$ cat config.mk
export PLATFORM = sky130hd
export DESIGN_NAME = la_capture_ctrl
export DESIGN_NICKNAME = d
export VERILOG_FILES = /design/src/rtl/la_pkg.sv /design/src/rtl/la_trig_match.sv /design/src/rtl/la_capture_ctrl.sv
export SDC_FILE = /design/constraint.sdc
export NUM_CORES = 1
export LEC_CHECK = 0
export ABC_CLOCK_PERIOD_IN_PS = 5030
export CORE_AREA = 4 4 150 152
export DETAILED_ROUTE_END_ITERATION = 16
export DIE_AREA = 0 0 154 156
export GPL_TIMING_DRIVEN = 0
export PLACE_DENSITY = 0.67
export SLEW_MARGIN = 30
export SYNTH_ARGS = -nofsm -noshare
export SYNTH_HDL_FRONTEND = slang
export SYNTH_SLANG_ARGS = --single-unit
$ cat constraint.sdc
create_clock -name clk -period 5.03 [get_ports clk]
set_input_delay 0.503 -clock clk [delete_from_list [all_inputs] [get_ports clk]]
set_output_delay 0.503 -clock clk [all_outputs]
set_load 0.01 [all_outputs]
$ cat src/rtl/la_pkg.sv
// Shared logic-analyzer definitions: buffer geometry and capture FSM state encoding.
package la_pkg;

  localparam int LA_ADDR_WIDTH = 17;
  localparam int LA_DATA_WIDTH = 8;

  typedef enum logic [2:0] {
    ST_IDLE     = 3'd0,
    ST_PRE_FILL = 3'd1,
    ST_ARMED    = 3'd2,
    ST_POST     = 3'd3,
    ST_DONE     = 3'd4
  } la_state_t;

endpackage

$ cat src/rtl/la_trig_match.sv
// Mask/value trigger compare with optional rising-edge qualification of the match.
module la_trig_match
  import la_pkg::*;
#(
  parameter int DATA_WIDTH = LA_DATA_WIDTH
) (
  input  logic                  clk,
  input  logic                  rst_n,
  input  logic                  i_clear,
  input  logic                  i_valid,
  input  logic [DATA_WIDTH-1:0] i_data,
  input  logic [DATA_WIDTH-1:0] i_mask,
  input  logic [DATA_WIDTH-1:0] i_value,
  input  logic                  i_edge,
  output logic                  o_fire
);

  logic w_match;
  logic r_match_prev;

  assign w_match = (((i_data ^ i_value) & i_mask) == '0);

  // History advances only on real samples so stalls never fake an edge.
  always_ff @(posedge clk or negedge rst_n) begin
    if (!rst_n) begin
      r_match_prev <= 1'b0;
    end else if (i_clear) begin
      r_match_prev <= 1'b0;
    end else if (i_valid) begin
      r_match_prev <= w_match;
    end
  end

  assign o_fire = i_edge ? (w_match & ~r_match_prev) : w_match;

endmodule

$ cat src/rtl/la_capture_ctrl.sv
// Logic-analyzer capture controller: circular-buffer writer with pre-trigger depth
// and mask/value trigger, feeding the la_ram write port.
module la_capture_ctrl
  import la_pkg::*;
#(
  parameter int ADDR_WIDTH = LA_ADDR_WIDTH,
  parameter int DATA_WIDTH = LA_DATA_WIDTH
) (
  input  logic                  clk,
  input  logic                  rst_n,
  input  logic                  arm,
  input  logic                  abort,
  input  logic                  probe_valid,
  input  logic [DATA_WIDTH-1:0] probe_data,
  input  logic [DATA_WIDTH-1:0] trig_mask,
  input  logic [DATA_WIDTH-1:0] trig_value,
  input  logic                  trig_edge,
  input  logic [ADDR_WIDTH-1:0] pre_depth,
  output logic                  ram_wr_en,
  output logic [ADDR_WIDTH-1:0] ram_wr_addr,
  output logic [DATA_WIDTH-1:0] ram_wr_data,
  output logic                  busy,
  output logic                  triggered,
  output logic                  done,
  output logic [ADDR_WIDTH-1:0] start_addr,
  output logic [ADDR_WIDTH-1:0] trig_addr
);

  la_state_t             r_state;
  logic [ADDR_WIDTH-1:0] r_wptr;
  logic [ADDR_WIDTH-1:0] r_pre_cnt;
  logic [ADDR_WIDTH-1:0] r_pre_depth;
  logic [ADDR_WIDTH-1:0] r_post_cnt;
  logic                  r_busy;
  logic                  r_triggered;
  logic                  r_done;
  logic [ADDR_WIDTH-1:0] r_start_addr;
  logic [ADDR_WIDTH-1:0] r_trig_addr;
  logic                  r_wr_en;
  logic [ADDR_WIDTH-1:0] r_wr_addr;
  logic [DATA_WIDTH-1:0] r_wr_data;

  logic                  w_capturing;
  logic                  w_sample;
  logic                  w_write;
  logic                  w_arm_go;
  logic                  w_fire;
  logic [ADDR_WIDTH-1:0] w_pre_cnt_inc;
  logic [ADDR_WIDTH-1:0] w_post_init;

  assign w_capturing   = (r_state == ST_PRE_FILL) || (r_state == ST_ARMED) || (r_state == ST_POST);
  assign w_sample      = probe_valid & w_capturing;
  assign w_write       = w_sample & ~abort;
  assign w_arm_go      = arm & ~abort & ((r_state == ST_IDLE) || (r_state == ST_DONE));
  assign w_pre_cnt_inc = r_pre_cnt + 1'b1;
  // All-ones is DEPTH-1: post samples left after the trigger sample.
  assign w_post_init   = {ADDR_WIDTH{1'b1}} - r_pre_depth;

  la_trig_match #(
    .DATA_WIDTH(DATA_WIDTH)
  ) u_trig_match (
    .clk    (clk),
    .rst_n  (rst_n),
    .i_clear(w_arm_go),
    .i_valid(probe_valid),
    .i_data (probe_data),
    .i_mask (trig_mask),
    .i_value(trig_value),
    .i_edge (trig_edge),
    .o_fire (w_fire)
  );

  always_ff @(posedge clk or negedge rst_n) begin
    if (!rst_n) begin
      r_state      <= ST_IDLE;
      r_wptr       <= '0;
      r_pre_cnt    <= '0;
      r_pre_depth  <= '0;
      r_post_cnt   <= '0;
      r_busy       <= 1'b0;
      r_triggered  <= 1'b0;
      r_done       <= 1'b0;
      r_start_addr <= '0;
      r_trig_addr  <= '0;
      r_wr_en      <= 1'b0;
      r_wr_addr    <= '0;
      r_wr_data    <= '0;
    end else begin
      r_wr_en <= w_write;
      if (w_write) begin
        r_wr_addr <= r_wptr;
        r_wr_data <= probe_data;
        r_wptr    <= r_wptr + 1'b1;
      end

      if (abort) begin
        r_state <= ST_IDLE;
        r_busy  <= 1'b0;
        r_done  <= 1'b0;
      end else begin
        case (r_state)
          ST_IDLE, ST_DONE: begin
            if (arm) begin
              r_wptr      <= '0;
              r_pre_cnt   <= '0;
              r_pre_depth <= pre_depth;
              r_triggered <= 1'b0;
              r_done      <= 1'b0;
              r_busy      <= 1'b1;
              r_state     <= (pre_depth == '0) ? ST_ARMED : ST_PRE_FILL;
            end
          end
          ST_PRE_FILL: begin
            if (probe_valid) begin
              r_pre_cnt <= w_pre_cnt_inc;
              if (w_pre_cnt_inc == r_pre_depth) begin
                r_state <= ST_ARMED;
              end
            end
          end
          ST_ARMED: begin
            if (probe_valid && w_fire) begin
              r_trig_addr  <= r_wptr;
              r_start_addr <= r_wptr - r_pre_depth;
              r_triggered  <= 1'b1;
              r_post_cnt   <= w_post_init;
              if (w_post_init == '0) begin
                r_state <= ST_DONE;
                r_done  <= 1'b1;
                r_busy  <= 1'b0;
              end else begin
                r_state <= ST_POST;
              end
            end
          end
          ST_POST: begin
            if (probe_valid) begin
              r_post_cnt <= r_post_cnt - 1'b1;
              if (r_post_cnt == ADDR_WIDTH'(1)) begin
                r_state <= ST_DONE;
                r_done  <= 1'b1;
                r_busy  <= 1'b0;
              end
            end
          end
          default: begin
            r_state <= ST_IDLE;
            r_busy  <= 1'b0;
            r_done  <= 1'b0;
          end
        endcase
      end
    end
  end

  assign ram_wr_en   = r_wr_en;
  assign ram_wr_addr = r_wr_addr;
  assign ram_wr_data = r_wr_data;
  assign busy        = r_busy;
  assign triggered   = r_triggered;
  assign done        = r_done;
  assign start_addr  = r_start_addr;
  assign trig_addr   = r_trig_addr;

endmodule

### Word level (Yosys, flattened, before mapping)

Cells that the tools add are included.

* bits in registers: 135
* input port bits: 47
* output and inout bits: 63

* add/sub/neg operators: 5
* equal/unequal tests: 18
* multiplexer cells: 39
* bitwise operators: 9
* reductions and logical operators: 20

Operators by type and width (number)
* $mux W17: 8
* $pmux W17 S2: 2
* $add A17 B1 Y17 const B: 2
* $logic_not A17 Y1: 2
* $mux W3: 8
* $eq A17 B1 Y1 const B: 1
* $eq A17 B17 Y1: 1
* $sub A17 B1 Y17 const B: 1
* $sub A17 B17 Y17: 1
* $sub A17 B17 Y17 const A: 1
* $mux W1: 16
* $ne A3 B2 Y1 const B: 4
* $pmux W3 S4: 1
* $reduce_and A4 Y1: 3
* $reduce_and A6 Y1: 2
* $ne A3 B3 Y1 const B: 3
* $and A8 B8 Y8: 1
* $logic_not A8 Y1: 1
* $ne A2 B2 Y1 const B: 4
* $pmux W1 S4: 2
* $reduce_bool A2 Y1: 4
* $xor A8 B8 Y8: 1
* $eq A3 B2 Y1 const B: 2
* $reduce_and A3 Y1: 2
* other kinds (11): 18

### Depth between registers and ports, before layout

* depth after elaboration: 9
* depth in mapped cells: 10

### Hierarchy

From an unflattened synthesis, not the netlist that was laid out.

* cells, all modules: 781
* area total of the unflattened synthesis: 7443.4 µm²

Modules (own cells, without submodules)
* la_capture_ctrl: instances 1, cells each 762, area an instance 7273.2 µm², sequential area each 3353.2 µm²
* la_trig_match: instances 1, cells each 19, area an instance 170.2 µm², sequential area each 25.0 µm²

### Least setup slack after synthesis

Ideal clock, no wire load.

* path type: reg-to-reg
* start point: reg r_wptr[0]
* end point: reg r_start_addr[14], in the netlist start_addr[14]
* arrival: 2214 ps
* required time: 4943 ps
* setup slack: 2728 ps
* stages on the path, launching flop included: 11
* buffers on the path: 0
* period minus slack after synthesis: 2302 ps
* cells stage by stage: dfrtp_1 inv_1 ha_1 fa_1 nor2b_1 o31a_1 o41ai_1 o22ai_1 o21ai_0 a2111o_1 o211ai_1

* longest elaborated chain between the ends: 1

RTL lines
* start: declaration: RTL line la_capture_ctrl.sv:30 `logic [ADDR_WIDTH-1:0] r_wptr;`
* start signal: assignment: RTL line la_capture_ctrl.sv:93 `r_wptr <= r_wptr + 1'b1;`
* $sub A17 B17 Y17: RTL line la_capture_ctrl.sv:124 `r_start_addr <= r_wptr - r_pre_depth;`
* end signal: assignment: RTL line la_capture_ctrl.sv:124
* end: declaration: RTL line la_capture_ctrl.sv:37 `logic [ADDR_WIDTH-1:0] r_start_addr;`

No other way between the ends.
A chain may end at the register's enable or synchronous reset.

### Worst setup path in the final report

* start point: reg r_pre_depth[2]
* end point: reg r_start_addr[14], in the netlist start_addr[14]

* longest elaborated chain between the ends: 1

RTL lines
* start: declaration: RTL line la_capture_ctrl.sv:32 `logic [ADDR_WIDTH-1:0] r_pre_depth;`
* start signal: assignment: RTL line la_capture_ctrl.sv:106 `r_pre_depth <= pre_depth;`
* $sub A17 B17 Y17: RTL line la_capture_ctrl.sv:124

No other way between the ends.

==> results.sh <==
export IMPL_status="complete, but fails checks"
export IMPL_violations="negative hold slack"
export IMPL_start_util_pct=35.0
export IMPL_overflow=0
export IMPL_vias=6428
export IMPL_max_slew_margin_pct=47.1
export IMPL_die_h_um=156
export IMPL_hp_class="input pin to asynchronous set/reset pin"
export IMPL_drt_iter0_markers=306
export IMPL_vias_per_cell=5.23
export IMPL_cts_clk_slew_worst_paths_ns=0.06
export IMPL_synthAdderAreaFrac_pct=3.67
export IMPL_rows=53
export IMPL_cts_buffers=17
export IMPL_synth_edf_count=0
export IMPL_gp_congestion=0.930
export IMPL_clock_skew_ns=0.0110
export IMPL_fin_crit_sh_pct=56.3
export IMPL_synth_seq_cells=135
export IMPL_synth_main_ff_cell="dfrtp_1"
export IMPL_drcViolationCount=0
export IMPL_rsz0062_at_grt="no"
export IMPL_tns_ns=0
export IMPL_ios=110
export IMPL_postRouteWirelength_um=21000
export IMPL_synth_simple_gate_area_share_pct=20.5
export IMPL_syn_area_per_cell_um2=9.05
export IMPL_die_area_um2=24000
export IMPL_port_buffers=109
export IMPL_core_um2=21000
export IMPL_post_cts_buffers=0
export IMPL_htreeDepth=4
export IMPL_fin_crit_ns=2.83
export IMPL_p_leak_uw=0.00418
export IMPL_peakVddDrop_uv=287
export IMPL_async_flop_share_pct=100
export IMPL_start_kind="flop"
export IMPL_synthXorXnorAreaFrac_pct=6.55
export IMPL_worst_slew_pin_transition_ns=0.792
export IMPL_synth_top_family_by_area="simple AND/OR/NAND/NOR gates"
export IMPL_cts_resized_gates=0
export IMPL_hold_viol_final=9
export IMPL_grt_pass1_wl_um=34000
export IMPL_timing_hold_ws_ns=-0.0134
export IMPL_synth_mux_area_share_pct=3.04
export IMPL_antenna_found_initial=0
export IMPL_hpwl_um=15700
export IMPL_drive_gt1_share_pct=8.06
export IMPL_max_freq_mhz=353
export IMPL_cts_path_max_buffers=2
export IMPL_cts_hold_buf=0
export IMPL_synth_commonest_cells="nand2_1, dfrtp_1, o21ai_0, nor2_1"
export IMPL_synthTopCellsByArea="dfrtp_1, nand2_1, o21ai_0"
export IMPL_grt_usage_pct=17.6
export IMPL_grt_max_degree=85
export IMPL_synth_compound_area_share_pct=16.4
export IMPL_fin_util_pct=44.9
export IMPL_yosysTopAreaCellShare_pct=45.9
export IMPL_clock_latency_ns=0.42
export IMPL_wire_per_inst_um=17.1
export IMPL_ys_seq_area_share_pct=45.9
export IMPL_ys_types=67
export IMPL_synth_top_area_cell="dfrtp_1"
export IMPL_cp_arrival_ns=3.11
export IMPL_syn_nets=881
export IMPL_worstPathMaxFanout=6
export IMPL_yosysMostFrequentCell="nand2_1"
export IMPL_area_delta_synth_final_pct=28.3
export IMPL_drv_slew=0
export IMPL_power_density_nw_per_um2=470
export IMPL_root_buffer="clkbuf_16"
export IMPL_fin_nets=1010
export IMPL_clock_sinks=135
export IMPL_ys_warn_count=0
export IMPL_max_cap_viol_count=0
export IMPL_placed_area_um2=8830
export IMPL_syn_inst=813
export IMPL_die_x_um=154
export IMPL_crit_type="flop to flop"
export IMPL_cp_end_kind="flop"
export IMPL_setup_violations=0
export IMPL_cts_tree="built"
export IMPL_grt_pass1_vias=6379
export IMPL_ant_nets=0
export IMPL_dr_pass1_iters=5
export IMPL_final_cell_area_um2=9440
export IMPL_netlist_area_um2=7360
export IMPL_worst_endpoint_required_ns=5.31
export IMPL_antenna_cells=0
kinds of logic after synthesis:
family                   after synthesis
flip-flops                           135
multiplexers                          20
AO/OA/AOI/OAI                        193
buffers and inverters                 63
adder cells (fa/ha/maj)               21
AND/OR/NAND/NOR                      326
XOR/XNOR                              55
worst max-delay path, cell delays in order (launching register included):
cell and delay [ns]:
dfrtp_1 0.46, inv_1 0.12, ha_1 0.34, nor2b_1 0.17
o31a_1 0.27, o41ai_1 0.48, o22ai_1 0.24, o21ai_0 0.34
a2111o_1 0.20, o211ai_1 0.08
per-stage QoR:
stage | hold WS, ns | power [uW] | setup slack [ns] | cells
after floorplan | 0.207 | 2530 | 2.73 | 813
after global placement | 0.459 | 3130 | -2.10 | 1197
after detailed placement | 0.443 | 3160 | 1.96 | 1198
after CTS | 0.00283 | 4450 | 2.21 | 1230
after global routing | 0.0119 | 4710 | 2.00 | 1230
final | -0.0134 | 4440 | 2.20 | 1230
worst paths after layout:
check | start | endpoint | depth (start not counted) | slack, ns
setup / recovery | r_pre_depth[2] | start_addr[14] | 9 | 2.20
hold / removal | rst_n | r_pre_cnt[6] | 1 | -0.01
setup reg to reg | r_pre_depth[2] | start_addr[14] | 9 | 2.20
hold reg to reg | ram_wr_data[0] | ram_wr_data[0] | 2 | 0.48
max in group asynchronous | rst_n | r_state[2] | 2 | 4.28
min in group clk | ram_wr_data[0] | ram_wr_data[0] | 2 | 0.48
layer usage:
layer | vias to the layer above | routed length, um | part of all wire [%] | track usage, %
met1 | 3099 | 9200 | 44 | 22.3
met5 | - | 0 | 0 | 0
met4 | 0 | 329 | 1.6 | 4.92
met2 | 191 | 10300 | 49 | 29.8
met3 | 21 | 1150 | 5.5 | 4.80
li1 | 3117 | - | - | -
registers in the layout, indices dropped and copies added, names as in the netlist:
signal	count
r_post_cnt	17
r_pre_cnt	17
r_pre_depth	17
r_wptr	17
ram_wr_addr	17
start_addr	17
trig_addr	17
ram_wr_data	8
r_state	3
busy	1
done	1
ram_wr_en	1
triggered	1
u_trig_match.r_match_prev	1
final cells by class:
| type | instances | area, um2 |
|---|---|---|
| clock inverters | 11 | 138 |
| multi-input cells | 615 | 3690 |
| repair buffers | 110 | 1120 |
| plain buffers | 33 | 180 |
| clock buffers | 21 | 470 |
| fillers | 2004 | 11600 |
| well taps | 275 | 344 |
| inverters | 30 | 113 |
| flip-flops and latches | 135 | 3380 |
cells in the final DEF, fill, tap and decap left out, types with 8 or more instances in the layout:
master             n
nand2_1          157
dfrtp_1          135
clkdlybuf4s50_1  108
o21ai_0           85
nor2_1            64
a21oi_1           30
inv_1             30
xor2_1            29
xnor2_1           26
clkbuf_1          26
ha_1              20
mux2_2            19
clkbuf_16         17
nor3_1            16
nand3_1           16
nand4_1           11
a22o_1            10
a31oi_1            9
nor4_1             8
power by group:
group | total (uW) | switching, uW | internal (uW)
logic | 1540 | 830 | 711
clock network | 1290 | 506 | 781
registers | 1610 | 272 | 1340
(Power assumes the default switching activity.)
